`config.mk`:
```
export PLATFORM = sky130hd
export DESIGN_NAME = scan_test_ctrl_flat
export DESIGN_NICKNAME = d
export VERILOG_FILES = /design/src/rtl/scan_test_ctrl_if.sv /design/src/rtl/scan_test_ctrl.sv /design/src/flat_wrapper.sv
export SDC_FILE = /design/constraint.sdc
export NUM_CORES = 1
export LEC_CHECK = 0
export CAP_MARGIN = 10
export CELL_PAD_IN_SITES_DETAIL_PLACEMENT = 1
export CELL_PAD_IN_SITES_GLOBAL_PLACEMENT = 1
export CORE_ASPECT_RATIO = 1.4
export CORE_MARGIN = 2
export CORE_UTILIZATION = 43
export CTS_CLUSTER_DIAMETER = 80
export DETAILED_ROUTE_END_ITERATION = 12
export GPL_TIMING_DRIVEN = 0
export HOLD_SLACK_MARGIN = 0.03
export PLACE_DENSITY_LB_ADDON = 0.1
export REMOVE_ABC_BUFFERS = 1
export SLEW_MARGIN = 5
export SYNTH_ARGS = -nofsm -noshare
export SYNTH_HDL_FRONTEND = slang
export SYNTH_SLANG_ARGS = --single-unit
```
`constraint.sdc`:
```
create_clock -name clk -period 31.3 [get_ports clk]
set_input_delay 3.13 -clock clk [delete_from_list [all_inputs] [get_ports clk]]
set_output_delay 3.13 -clock clk [all_outputs]
set_load 0.01 [all_outputs]
```
`src/rtl/scan_test_ctrl_if.sv`:
```
// scan_test_ctrl_if: control, serial-pattern and circuit-under-test bundle for scan_test_ctrl
// master: session driver (start/num_pat, serial bits, po_in); slave: the controller.
// SCAN_TEST_CTRL_GOLDEN_CMP_EN adds golden_sig (master->slave) and pass (slave->master).
interface scan_test_ctrl_if #(
  parameter int PI_W = 178,
  parameter int PO_W = 123,
  parameter int SIG_W = 32
);
  logic start;
  logic [15:0] num_pat;
  logic si_valid;
  logic si_data;
  logic si_ready;
  logic [PI_W-1:0] pi_out;
  logic [PO_W-1:0] po_in;
  logic busy;
  logic done;
  logic [15:0] pat_count;
  logic [SIG_W-1:0] signature;
`ifdef SCAN_TEST_CTRL_GOLDEN_CMP_EN
  logic [SIG_W-1:0] golden_sig;
  logic pass;
  modport master (
    output start, num_pat, si_valid, si_data, po_in, golden_sig,
    input si_ready, pi_out, busy, done, pat_count, signature, pass
  );
  modport slave (
    input start, num_pat, si_valid, si_data, po_in, golden_sig,
    output si_ready, pi_out, busy, done, pat_count, signature, pass
  );
`else
  modport master (
    output start, num_pat, si_valid, si_data, po_in,
    input si_ready, pi_out, busy, done, pat_count, signature
  );
  modport slave (
    input start, num_pat, si_valid, si_data, po_in,
    output si_ready, pi_out, busy, done, pat_count, signature
  );
`endif
endinterface

```
`src/rtl/scan_test_ctrl.sv`:
```
// scan_test_ctrl: scan session sequencer -- shift a serial pattern in, apply it, wait, capture and compact the response
// Ports: clk; rst (asynchronous, active-high); bus (scan_test_ctrl_if.slave):
//   start/num_pat begin a session; si_valid/si_data/si_ready carry serial pattern bits;
//   pi_out drives the circuit under test, po_in is its response;
//   busy/done/pat_count/signature report session status.
// Optional: define SCAN_TEST_CTRL_GOLDEN_CMP_EN to add golden_sig input and pass output.
module scan_test_ctrl #(
  parameter int PI_W = 178,
  parameter int PO_W = 123,
  parameter int SIG_W = 32,
  parameter logic [SIG_W-1:0] POLY = SIG_W'(32'h04C11DB7),
  parameter logic [SIG_W-1:0] SEED = '0,
  parameter int SETTLE = 2
) (
  input logic clk,
  input logic rst,
  scan_test_ctrl_if.slave bus
);
  localparam int CW = $clog2(PI_W);
  localparam int SW = PI_W - 1;
  localparam int NSL = (PO_W + SIG_W - 1) / SIG_W;
  localparam int PW = NSL * SIG_W;
  typedef enum logic [2:0] {IDLE, SHIFT, APPLY, CAPTURE, DONE} state_t;
  state_t state, state_d;
  logic [CW-1:0] bit_cnt;
  logic [3:0] settle_cnt;
  logic [SW-1:0] shreg;
  logic [PI_W-1:0] pi_q;
  logic [15:0] num_lat, pat_cnt;
  logic [SIG_W-1:0] sig, fold, sig_next;
  logic [PW-1:0] po_pad;
  logic last_bit, settled;
  assign last_bit = bit_cnt == CW'(PI_W - 1);
  assign settled = settle_cnt == 4'(SETTLE - 1);
  // The final bit goes straight into pi_out, so the shift register holds only the first PI_W-1 bits.
  always_comb begin
    po_pad = PW'(bus.po_in);
    fold = '0;
    for (int i = 0; i < NSL; i++) fold ^= po_pad[i*SIG_W +: SIG_W];
    sig_next = {sig[SIG_W-2:0], 1'b0} ^ (sig[SIG_W-1] ? POLY : '0) ^ fold;
  end
  always_comb begin
    state_d = state;
    case (state)
      IDLE, DONE: if (bus.start) state_d = bus.num_pat == '0 ? DONE : SHIFT;
      SHIFT: if (bus.si_valid && last_bit) state_d = APPLY;
      APPLY: if (settled) state_d = CAPTURE;
      CAPTURE: state_d = pat_cnt + 16'd1 == num_lat ? DONE : SHIFT;
      default: state_d = IDLE;
    endcase
  end
  always_ff @(posedge clk or posedge rst)
    if (rst) state <= IDLE;
    else state <= state_d;
  always_ff @(posedge clk or posedge rst) begin
    if (rst) begin
      bit_cnt <= '0;
      settle_cnt <= '0;
      shreg <= '0;
      pi_q <= '0;
      num_lat <= '0;
      pat_cnt <= '0;
      sig <= '0;
    end else begin
      case (state)
        IDLE, DONE: if (bus.start) begin
          num_lat <= bus.num_pat;
          sig <= SEED;
          pat_cnt <= '0;
          bit_cnt <= '0;
          settle_cnt <= '0;
        end
        SHIFT: if (bus.si_valid) begin
          shreg <= SW'({shreg, bus.si_data});
          bit_cnt <= last_bit ? '0 : bit_cnt + 1'b1;
          if (last_bit) pi_q <= {shreg, bus.si_data};
        end
        APPLY: settle_cnt <= settled ? '0 : settle_cnt + 4'd1;
        CAPTURE: begin
          sig <= sig_next;
          pat_cnt <= pat_cnt + 16'd1;
          bit_cnt <= '0;
        end
        default: ;
      endcase
    end
  end
  assign bus.si_ready = state == SHIFT;
  assign bus.busy = state == SHIFT || state == APPLY || state == CAPTURE;
  assign bus.done = state == DONE;
  assign bus.pi_out = pi_q;
  assign bus.pat_count = pat_cnt;
  assign bus.signature = sig;
`ifdef SCAN_TEST_CTRL_GOLDEN_CMP_EN
  assign bus.pass = state == DONE && sig == bus.golden_sig;
`endif
endmodule

```
`src/flat_wrapper.sv`:
```
// flat-port wrapper written by rule: the top's interface ports become plain ports
module scan_test_ctrl_flat 
#(
  parameter int PI_W = 178,
  parameter int PO_W = 123,
  parameter int SIG_W = 32,
  parameter logic [SIG_W-1:0] POLY = SIG_W'(32'h04C11DB7),
  parameter logic [SIG_W-1:0] SEED = '0,
  parameter int SETTLE = 2
)
  (clk, rst, bus_start, bus_num_pat, bus_si_valid, bus_si_data, bus_po_in, bus_si_ready, bus_pi_out, bus_busy, bus_done, bus_pat_count, bus_signature);
  scan_test_ctrl_if #(.PI_W(PI_W), .PO_W(PO_W), .SIG_W(SIG_W)) bus_i ();
  input logic clk;
  input logic rst;
  input wire logic [$bits(bus_i.start)-1:0] bus_start;
  input wire logic [$bits(bus_i.num_pat)-1:0] bus_num_pat;
  input wire logic [$bits(bus_i.si_valid)-1:0] bus_si_valid;
  input wire logic [$bits(bus_i.si_data)-1:0] bus_si_data;
  input wire logic [$bits(bus_i.po_in)-1:0] bus_po_in;
  output wire logic [$bits(bus_i.si_ready)-1:0] bus_si_ready;
  output wire logic [$bits(bus_i.pi_out)-1:0] bus_pi_out;
  output wire logic [$bits(bus_i.busy)-1:0] bus_busy;
  output wire logic [$bits(bus_i.done)-1:0] bus_done;
  output wire logic [$bits(bus_i.pat_count)-1:0] bus_pat_count;
  output wire logic [$bits(bus_i.signature)-1:0] bus_signature;
  assign bus_i.start = bus_start;
  assign bus_i.num_pat = bus_num_pat;
  assign bus_i.si_valid = bus_si_valid;
  assign bus_i.si_data = bus_si_data;
  assign bus_i.po_in = bus_po_in;
  assign bus_si_ready = bus_i.si_ready;
  assign bus_pi_out = bus_i.pi_out;
  assign bus_busy = bus_i.busy;
  assign bus_done = bus_i.done;
  assign bus_pat_count = bus_i.pat_count;
  assign bus_signature = bus_i.signature;
  scan_test_ctrl #(.PI_W(PI_W), .PO_W(PO_W), .SIG_W(SIG_W), .POLY(POLY), .SEED(SEED), .SETTLE(SETTLE)) u_core (.clk(clk), .rst(rst), .bus(bus_i));
endmodule
```
# == After elaboration in Yosys (flattened, before gate mapping) ==
# Cells that the tools add are included.
# word_totals
regBits,434
input_bits,144
output_inout_bits,229
elab_cells,61
# op_classes
add_sub_neg,3
n_eq_ne,11
n_mux,18
n_bitwise,5
reduce_logical,16
# op_table
cell,count
XOR 32 bit,4
case mux 32 bit (2 select lines),1
2-to-1 mux 32 bit,1
case mux 16 bit (2 select lines),1
XOR 32 x 27 -> 32 bit,1
2-to-1 mux 27 bit,1
2-to-1 mux 8 bit,3
case mux 8 bit (3 select lines),1
adder 16 x 1 -> 16 bit (second input constant),1
equality test 16 bit,1
zero test 16 bit,1
2-to-1 mux 16 bit,1
2-to-1 mux 3 bit,5
case mux 3 bit (4 select lines),1
AND reduction 3 bit,3
adder 8 x 1 -> 8 bit (second input constant),1
equality test 8 bit (second input constant),1
2-to-1 mux 4 bit,2
case mux 4 bit (2 select lines),1
AND reduction 2 bit,4
equality test 3 x 2 -> 1 bit (second input constant),2
adder 4 x 1 -> 4 bit (second input constant),1
equality test 4 x 1 -> 1 bit (second input constant),1
!= test 2 x 1 -> 1 bit (second input constant),2
9 further kinds,12

# == Depth between registers and ports, before layout ==
# depth
word_depth,5
depth_mapped,8
ltp_nobuf,7

# == Least setup slack after synthesis ==
# OpenSTA, ideal clock, no wires.
# synth_path
kind,in2reg
start,input port bus_si_valid
end,register u_core.pi_q[0] (netlist: u_core.bus.pi_out[0])
setup_time_ns,0.125
arrival_ns,4.188
required_ns,31.175
setup_slack_ns,26.988
path_stages,5
n_path_buf,2
cell_sequence,nand2_1 nor2_2 buf_2 buf_4 mux2_2
# synth_via
elab_chain_len,1
# synth_rtl
element,line_no,source
start: declaration,flat_wrapper.sv:17,input wire logic [$bits(bus_i.si_valid)-1:0] bus_si_valid;
AND reduction 3 bit (no source line),n/a,
end signal: assignment,scan_test_ctrl.sv:76,"if (last_bit) pi_q <= {shreg, bus.si_data};"
end: declaration,scan_test_ctrl.sv:28,logic [PI_W-1:0] pi_q;
# No other way between the ends.
# A chain may end at the register's enable or synchronous reset.

# == Worst setup path after layout ==
# layout_path
start,input port bus_si_valid
end,register u_core.pi_q[175] (netlist: u_core.bus.pi_out[175])
# The elaborated chain is that of the path after synthesis.

==> flow_summary.ini <==
[timing]
finalCritPeriodShare_pct = 19.8
worst_slew_pin_slew_ns = 0.843
finalClockSkew_ns = 0.0239
hold_violations = 0
rsz0062_at_grt = false
holdWs_ns = 0.483
max_freq_mhz = 161
setup_tns_ns = 0
max_slew_margin_pct = 43.7
slew_violations = 0
setup_viol = 0
period_needed_ns = 6.21

[grt]
grt_first_pass_wirelength_um = 76200
antenna_found_initial = 0
grt_max_degree = 123
grt-busiest-layer = met2
globalRouteMet1Util_pct = 25.0
grt_util_all_layers_pct = 21.7
overflow = 0
grt_util_met2_pct = 40.0
grtUsageMet3_pct = 5.22
first_global_vias = 14200

[clock_tree]
cts_made_buffers = 44
cts.sinks = 434
cts_hold_buffers = 0
clock_path_buffers = 3
path_clk_slew_ns = 0.06
post_cts_resized = 0
cts_tree = done
h-tree-depth = 2
clkLatencyLatePin_ns = 0.54
root_buffer = clkbuf_16
post_cts_buffers = 0

[critical_path]
critical-path-max-stage-delay_ns = 0.63
crit_family = buffers and inverters
regToRegSetupSlack_ns = 27.27
crit_buf_inv = 7
crit_cells = 10
reg2reg_from = u_core.state[2]
critPathSlowestCell = clkdlybuf4s50_1
rr_endpoint = u_core.bus.pi_out[175]
startpoint = bus_si_valid
critPathLaunchType = primary input
crit_arrival_ns = 6.63
reg2reg_depth = 11
endpoint_kind = register
worstSetupPathType = in -> reg
crit_chain = clkdlybuf4s50_1, nand2_4, buf_16, nor2_4, buf_12, buf_12, buf_16, buf_12, buf_12, mux2_2
path_max_fanout = 64
cp.required_ns = 31.72
cp_common_cell = buf_12

[min_path]
min_path_cells = 2
hold_path.startpoint = u_core.shreg[74]
hp-class = reg -> reg
min_to = u_core.shreg[75]

[placement]
dp_hpwl_um = 33200
dpl.cell_count = 2511
place_congestion = 0.828
port_buffers = 372

[floorplan]
die_height_um = 248
io_pins = 373
start_util_pct = 43.4
dieArea_um2 = 44200
coreArea_um2 = 42100
die_x_um = 178
num_rows = 89

[yosys]
synthCells = 1655
ys.warnings.count = 0
ys_seq_area_share_pct = 59.4
ys_async_sr_fraction_pct = 100
ys_types = 55
ys_dominant_reg_cell = dfrtp_1
syn_area_um2 = 18300
synth_seq_cells = 434
avgSynthCellArea_um2 = 11.0
synth_edf_count = 0

[run_status]
status = finished clean

[routing]
route.detailed.drc = 0
wl_per_cell_um = 18.2
routed-via-count = 13000
finalWirelength_um = 47200
firstDrtPassIters = 4
first_iter_violations = 620
viasPerCell = 5.02
drtAntennaViolNets = 0

[layout]
layout-drive-gt1-share_pct = 14.7
area_growth_pct = 33.4
antenna_cells = 0
stdcell_count = 2589
final_nets = 2160

[power_and_ir_drop]
p_leak_nw = 11.6
peakVddDrop_uv = 46.0
p_per_area_nw_per_um2 = 53.6

[flow_run]
maxCapViolCount = 0
[cells in the mapped netlist, types with 6 or more instances]
| cell type | instances | share of area (%) |
|---|---|---|
| xnor2_1 | 136 | 6.5 |
| nand3_1 | 10 | 0.27 |
| buf_2 | 15 | 0.41 |
| nor4_1 | 6 | 0.21 |
| buf_4 | 13 | 0.53 |
| dfrtp_1 | 434 | 59 |
| nor2_1 | 16 | 0.33 |
| nand2_1 | 595 | 12 |
| a21oi_1 | 7 | 0.19 |
| clkbuf_1 | 45 | 0.92 |
| nand4_1 | 8 | 0.27 |
| o21ai_0 | 68 | 1.9 |
| xor2_1 | 21 | 1.0 |
| o31ai_1 | 8 | 0.33 |
| mux2_2 | 195 | 12 |
[stage by stage]
step                cell area (um2)  util, %  power [mW]  setup WS (ns)
floorplan                     17900        -       0.682          16.08
global route                  24400     57.9        1.36          24.90
finish                        24400     57.9        1.31          25.09
detailed placement            22800     54.1       0.740          24.46
CTS                           24400     57.9        1.33          25.04
global placement              22300     53.0       0.730           9.68
[state kept, by name, summed over array words and instances (netlist names)]
| signal | count |
|---|---|
| u_core.state | 3 |
| u_core.shreg | 177 |
| u_core.bit_cnt | 8 |
| u_core.settle_cnt | 4 |
| u_core.num_lat | 16 |
| u_core.bus.pat_count | 16 |
| u_core.bus.pi_out | 178 |
| u_core.bus.signature | 32 |
[routing by layer]
metal  vias up  routed length [um]
li1       6091                   -
met1      6528               18200
met2       316               25100
met3        59                2810
met4         0                1060
met5         -                   0
[final cells by class]
type | count | area, um2
Fill cell | 4346 | 17700
Sequential cell | 434 | 10900
Multi-Input combinational cell | 1137 | 7040
Timing Repair Buffer | 389 | 4140
Clock buffer | 67 | 1380
Tap cell | 546 | 683
Clock inverter | 11 | 244
Inverter | 5 | 26.3
[cells in the final DEF, fill, tap and decap left out, drive strengths merged, types with 3 or more instances in the layout]
master         count
and2               4
o211ai             3
dfrtp            434
nand2            595
nand2b             5
o31ai              8
a21oi              7
nor2              18
mux2             195
nor3               3
bufinv             7
nand3             12
inv                5
nor4               9
and3               6
clkbuf            67
clkinv             3
buf               17
ha                 5
xnor2            136
o21ai             68
nand4              9
clkdlybuf4s50    372
and4               5
xor2              21
or3                4
nor2b              4
[cell families (layout without fill, tap and decap cells)]
family	Yosys count	after routing	synth area share [%]
compound gates	98	98	3.05
simple gates	679	679	15.2
mux	197	197	12.1
fa+ha+maj	5	5	0.342
flops	434	434	59.4
buf+inv	84	472	2.20
xor+xnor	158	158	7.65
[where the power goes]
part,total (mW),internal [mW],switching [mW]
sequential,0.602,0.582,0.0207
clock,0.578,0.361,0.217
combinational,0.126,0.0616,0.0640
total,1.31,1.00,0.301
[worst register-to-register path, stage by stage, from the launching register on]
cell and delay [ns]:
dfrtp_1 0.46, nand2b_1 0.22, nor2_2 0.34, nand2_4 0.41, buf_16 0.36, nor2_4 0.61
buf_12 0.28, buf_12 0.22, buf_16 0.19, buf_12 0.21, buf_12 0.23, mux2_2 0.37
[worst max-delay path by stage]
stage	endpoint	slack, ns
after floorplan	u_core.bit_cnt[0]	16.08
after global placement	u_core.bus.pi_out[90]	9.68
after detailed placement	u_core.bus.pi_out[169]	24.46
after CTS	u_core.bus.pi_out[169]	25.04
after global routing	u_core.bus.pi_out[169]	24.90
final	u_core.bus.pi_out[175]	25.09
Power figures use the tool's default switching activity.
